===== src/rtl/tt_gate_pkg.sv =====
`default_nettype none
// ============================================================================
// Module      : tt_gate_pkg
// Description : Shared op-code enum, debounce counter width and the per-lane
//               gate evaluation function for the gate array.
// Revision    : 1.0 - initial release
// ============================================================================
package tt_gate_pkg;

    typedef enum logic [1:0] {
        OP_AND  = 2'b00,
        OP_OR   = 2'b01,
        OP_XOR  = 2'b10,
        OP_NAND = 2'b11
    } gate_op_e;

    localparam int c_DEB_W = 4;

    function automatic logic gate_eval(input gate_op_e op, input logic a, input logic b);
        logic r;
        case (op)
            OP_AND:  r = a & b;
            OP_OR:   r = a | b;
            OP_XOR:  r = a ^ b;
            default: r = ~(a & b);
        endcase
        return r;
    endfunction

endpackage
`default_nettype wire


===== src/rtl/tt_gate_deb.sv =====
`default_nettype none
// ============================================================================
// Module      : tt_gate_deb
// Description : One gate channel: op register, gate evaluation, stability
//               counter, debounced output Q and change flag F.
//               GATE_STICKY_EN makes F sticky until cleared by i_clr.
// Revision    : 1.0 - initial release
// ============================================================================
module tt_gate_deb
    import tt_gate_pkg::*;
#(
    parameter int DEB = 3
) (
    input  logic       clk,
    input  logic       rst,
    input  logic       i_ena,
    input  logic       i_op_wr,
    input  logic [1:0] i_op_data,
    input  logic       i_a,
    input  logic       i_b,
    input  logic       i_clr,
    output logic       o_q,
    output logic       o_f
);

    localparam logic [c_DEB_W-1:0] c_LAST = c_DEB_W'(DEB - 1);

    gate_op_e           r_op;
    logic [c_DEB_W-1:0] r_cnt;
    logic               r_q;
    logic               r_f;
    logic               w_r;
    logic               w_fire;

    assign w_r    = gate_eval(r_op, i_a, i_b);
    assign w_fire = (w_r != r_q) && (r_cnt == c_LAST);

    always_ff @(posedge clk) begin
        if (rst) begin
            r_op  <= OP_AND;
            r_cnt <= '0;
            r_q   <= 1'b0;
            r_f   <= 1'b0;
        end else if (i_ena) begin
            if (i_op_wr) begin
                r_op <= gate_op_e'(i_op_data);
            end
            // Count only while R disagrees with Q; agreeing or committing restarts.
            if ((w_r == r_q) || w_fire) begin
                r_cnt <= '0;
            end else begin
                r_cnt <= r_cnt + 1'b1;
            end
            if (w_fire) begin
                r_q <= w_r;
            end
`ifdef GATE_STICKY_EN
            r_f <= w_fire | (r_f & ~i_clr);
`else
            r_f <= w_fire;
`endif
        end
    end

`ifndef GATE_STICKY_EN
    logic w_unused_clr;
    assign w_unused_clr = i_clr;
`endif

    assign o_q = r_q;
    assign o_f = r_f;

endmodule
`default_nettype wire


===== src/rtl/tt_um_gate_array.sv =====
`default_nettype none
// ============================================================================
// Module      : tt_um_gate_array
// Description : CH-channel programmable gate array with debounced outputs and
//               change flags. Macro GATE_STICKY_EN selects sticky flags.
// Revision    : 1.0 - initial release
// ============================================================================
module tt_um_gate_array
    import tt_gate_pkg::*;
#(
    parameter int CH  = 4,
    parameter int DEB = 3
) (
    input  logic       clk,
    input  logic       rst,
    input  logic       ena,
    input  logic [7:0] ui_in,
    input  logic [7:0] uio_in,
    output logic [7:0] uo_out,
    output logic [7:0] uio_out,
    output logic [7:0] uio_oe
);

    logic [CH-1:0] r_a;
    logic [CH-1:0] r_b;
    logic [CH-1:0] w_q;
    logic [CH-1:0] w_f;
    logic [3:0]    w_q_pad;
    logic [3:0]    w_f_pad;

    always_ff @(posedge clk) begin
        if (rst) begin
            r_a <= '0;
            r_b <= '0;
        end else if (ena) begin
            r_a <= ui_in[CH-1:0];
            r_b <= ui_in[4 +: CH];
        end
    end

    // Channel indices >= CH have no matching lane, so such writes vanish.
    for (genvar i = 0; i < CH; i++) begin : g_ch
        logic w_wr;
        assign w_wr = uio_in[4] && (uio_in[3:2] == 2'(i));

        tt_gate_deb #(
            .DEB (DEB)
        ) u_deb (
            .clk       (clk),
            .rst       (rst),
            .i_ena     (ena),
            .i_op_wr   (w_wr),
            .i_op_data (uio_in[1:0]),
            .i_a       (r_a[i]),
            .i_b       (r_b[i]),
            .i_clr     (uio_in[5]),
            .o_q       (w_q[i]),
            .o_f       (w_f[i])
        );
    end

    always_comb begin
        w_q_pad         = '0;
        w_f_pad         = '0;
        w_q_pad[CH-1:0] = w_q;
        w_f_pad[CH-1:0] = w_f;
    end

    assign uo_out  = {w_f_pad, w_q_pad};
    assign uio_out = 8'h00;
    assign uio_oe  = 8'h00;

    logic w_unused;
    assign w_unused = ^{uio_in[7:5], ui_in};

endmodule
`default_nettype wire


===== config.mk =====
export PLATFORM = sky130hd
export DESIGN_NAME = tt_um_gate_array
export DESIGN_NICKNAME = d
export VERILOG_FILES = /design/src/rtl/tt_gate_pkg.sv /design/src/rtl/tt_gate_deb.sv /design/src/rtl/tt_um_gate_array.sv
export SDC_FILE = /design/constraint.sdc
export NUM_CORES = 1
export LEC_CHECK = 0
export CORE_MARGIN = 10
export CORE_UTILIZATION = 50
export CTS_BUF_LIST = sky130_fd_sc_hd__clkbuf_4
export CTS_CLUSTER_SIZE = 20
export DETAILED_ROUTE_END_ITERATION = 12
export GPL_ROUTABILITY_DRIVEN = 0
export PLACE_DENSITY = 0.79
export SYNTH_ARGS = -nofsm -noshare
export SYNTH_HDL_FRONTEND = slang
export SYNTH_SLANG_ARGS = --single-unit

===== constraint.sdc =====
create_clock -name clk -period 1.5 [get_ports clk]
set_input_delay 0.15 -clock clk [delete_from_list [all_inputs] [get_ports clk]]
set_output_delay 0.15 -clock clk [all_outputs]
set_load 0.1 [all_outputs]

==> impl_metrics.ini, run 1 <==
[finish]
drive_gt1_share_pct = 32.9
layout_commonest_cell = dfxtp_1
syn_to_final_growth_pct = 30.9
postLayoutCellArea_sq_um = 3290
n_fill_cell = 323
final_cell_mix = dfxtp_1, nor2_1, mux2i_1
nets = 342
utilization_pct = 68.8
num_antenna_cells = 0

[die]
num_rows = 25
ios = 43
core_area_sq_um = 4790
initial_core_util_pct = 52.5
die_h_um = 90.9
die-area_sq_um = 8270
die_w_um = 90.9

[global_route]
grt_remaining_overflow = 0
grt_start_max_net_pins = 28
grt_pass1_vias = 2084
antenna_found_initial = 0
grt_first_pass_wirelength_mm = 9.76
grt_use_total_pct = 14.0

[clocking]
hold_buffers = 0
clock_latency_ns = 0.35
path_clk_slew_ns = 0.11
cts_buffers = 5
cts_root_buffer = clkbuf_4
cts_tree = done
cts_sinks = 40
clockBufferDepth = 2
cts.htree.levels = 2

[critical_path]
cp.required_ns = 1.78
cp_top_family = multiplexers
timing_worst_setup_path_type = reg -> reg
cpMostUsedCell = mux2i_4
critPathMaxStageDelay_ns = 0.36
cp_slowest_cell = dfxtp_2
critPathLaunchType = flop
crit_chain = inv_2 -> ha_4 -> mux2i_4 -> mux2i_4 -> nand3b_4 -> a211oi_2
worst-path-buf-inv = 1
critPathMaxFanout = 3
end_kind = flop
cp.arrival_ns = 1.87

[place]
place_area_sq_um = 2920
hpwl_mm = 3.63
pre_cts_ws_ns = -0.119
numPortBuffers = 23

[run_status]
violations = setup timing
status = finished, violations left

[timing]
worst_pin_slew_ns = 0.505
finClkSkew_ns = 0.00322
setup_tns_ns = -0.464
slew_headroom_pct = 66.4
setup_slack_ns = -0.0844
period_needed_ns = 1.58
rsz0062_at_grt = true
maxSlewViolCount = 0
max_freq_mhz = 631
setup-violations-final = 17
hold_violations = 0
finalCritPeriodShare_pct = 106

[pwr]
p_total_mw = 2.18
leakage_nw = 1.28
power.density_nw_per_um2 = 661
ir_worst_vdd_mv = 0.552

[drt]
postRouteAntennaNets = 0
wl_per_cell_um = 16.5
vias = 2031
avgViaCountPerCell = 5.43
drtIter0Drc = 84
wl_mm = 6.15
first_pass_iters = 5
drc_errors = 0

[yosys]
netlist_top_cells_area = dfxtp_1, mux2i_1, ha_1
seq_area_frac_synth_pct = 31.8
ys_ff_latch = 40
synth_edf_count = 0
synth-simple-area-share_pct = 22.2
synth.distinct_cells = 32
yosysTopAreaCell = dfxtp_1
synth_ff_type = dfxtp_1
ys.warnings.count = 0
synth_compound_area_share_pct = 7.16
synth.top_cell.area_share_pct = 31.8
syn_inst = 270
synth_top_family_by_area = simple AND/OR/NAND/NOR gates
synthXorXnorAreaFrac_pct = 1.39
syn_avg_cell_area_sq_um = 9.31
synth_area_sq_um = 2510
synthAdderAreaFrac_pct = 7.96
synthArstFlopShare_pct = 0
synth_mux_area_share_pct = 17.5

[min_path]
hp-class = in -> reg

[job]
maxCapViolations = 0
cell usage after synthesis (2+ instances only):
cell type / count
a211oi_2: 4
a21oi_1: 4
buf_2: 6
buf_4: 25
clkbuf_1: 5
dfxtp_1: 40
ha_1: 16
inv_1: 16
mux2_2: 4
mux2_4: 4
mux2i_1: 28
mux2i_2: 4
nand2_1: 9
nand2b_1: 16
nand3b_1: 4
nand3b_2: 4
nand4_1: 9
nand4b_1: 2
nand4bb_1: 4
nor2_1: 28
nor2b_1: 4
nor3b_1: 8
o211ai_1: 4
o21ai_0: 3
o22ai_1: 4
o32ai_1: 4
or3b_2: 3
xor2_1: 4
cell families (layout without fill, tap and decap cells):
family          Yosys count  count (layout)
compound gates           24              24
xor+xnor                  4               4
buf+inv                  52              74
flops                    40              40
simple gates             93              93
other cells               1              16
fa+ha+maj                16              16
mux                      40              40
power breakdown:
group / switching (mW) / internal [mW] / leakage (nW)
logic: 0.338 / 0.188 / 0.921
registers: 0.0266 / 1.08 / 0.328
clock network: 0.350 / 0.191 / 0.0315
repair_timing:
action                                  CTS  global route
setup buffers                             5             4
resized for setup                        37            13
pin swaps                                20            16
endpoints found under the setup margin   20            20
flip-flops by register name (all words and copies together) (netlist names):
register          count
g_ch.u_deb.o_f        4
g_ch.u_deb.o_q        4
g_ch.u_deb.r_op       8
r_b                   4
r_a                   4
g_ch.u_deb.r_cnt     16
path summary, 6_finish.rpt:
kind                            cells after the start                           startpoint                                  end  slack (ns)
worst max register to register                      6                  r_a[3]$_SDFFE_PP0P_  g_ch[3].u_deb.r_cnt[3]$_SDFFE_PP0P_       -0.08
worst min register to register                      2  g_ch[1].u_deb.r_cnt[2]$_SDFFE_PP0P_  g_ch[1].u_deb.r_cnt[2]$_SDFFE_PP0P_        0.51
worst min-delay path                                2                                  rst       g_ch[2].u_deb.o_q$_SDFFE_PP0P_        0.21
worst max-delay path                                6                  r_a[3]$_SDFFE_PP0P_  g_ch[3].u_deb.r_cnt[3]$_SDFFE_PP0P_       -0.08
routing by layer:
metal | share of wire, % | wire length [um] | global-route usage, %
met3 | 5.1 | 311 | 4.49
met1 | 39 | 2400 | 15.2
met4 | 3.4 | 208 | 6.53
met5 | 0 | 0 | 0
met2 | 53 | 3240 | 24.0
through the flow:
stage,cells,hold WS [ns]
6_report,374,0.209
4_1_cts,370,0.203
3_5_place_dp,358,0.494
3_3_place_gp,358,0.487
5_1_grt,374,0.233
2_1_floorplan,285,0.294
final cells by class:
| cell class | count | area [sq um] | area share, % |
|---|---|---|---|
| clock buffer | 6 | 45.0 | 1.37 |
| multi-input combinational | 193 | 1740 | 53.0 |
| clock inverter | 1 | 5.00 | 0.152 |
| timing repair buffer | 51 | 537 | 16.3 |
| sequential | 40 | 818 | 24.8 |
| tap | 67 | 83.8 | 2.55 |
| inverter | 16 | 60.1 | 1.82 |
Note: power is estimated with default switching activity, not from simulation.
==> inputs of run 2 (changes only) <==
--- a/config.mk
+++ b/config.mk
@@ -12,6 +12,7 @@
 export DETAILED_ROUTE_END_ITERATION = 12
 export GPL_ROUTABILITY_DRIVEN = 0
 export PLACE_DENSITY = 0.79
+export SLEW_MARGIN = 10
 export SYNTH_ARGS = -nofsm -noshare
 export SYNTH_HDL_FRONTEND = slang
 export SYNTH_SLANG_ARGS = --single-unit
==> results of run 2 <==
The final DEF is identical to that of run 1; final timing and power are the same.
==> inputs of run 3 (changes only) <==
--- a/config.mk
+++ b/config.mk
@@ -11,6 +11,7 @@
 export CTS_CLUSTER_SIZE = 20
 export DETAILED_ROUTE_END_ITERATION = 12
 export GPL_ROUTABILITY_DRIVEN = 0
+export GPL_TIMING_DRIVEN = 1
 export PLACE_DENSITY = 0.79
 export SLEW_MARGIN = 10
 export SYNTH_ARGS = -nofsm -noshare
==> results of run 3 <==
The final DEF is identical to that of run 1; final timing and power are the same.
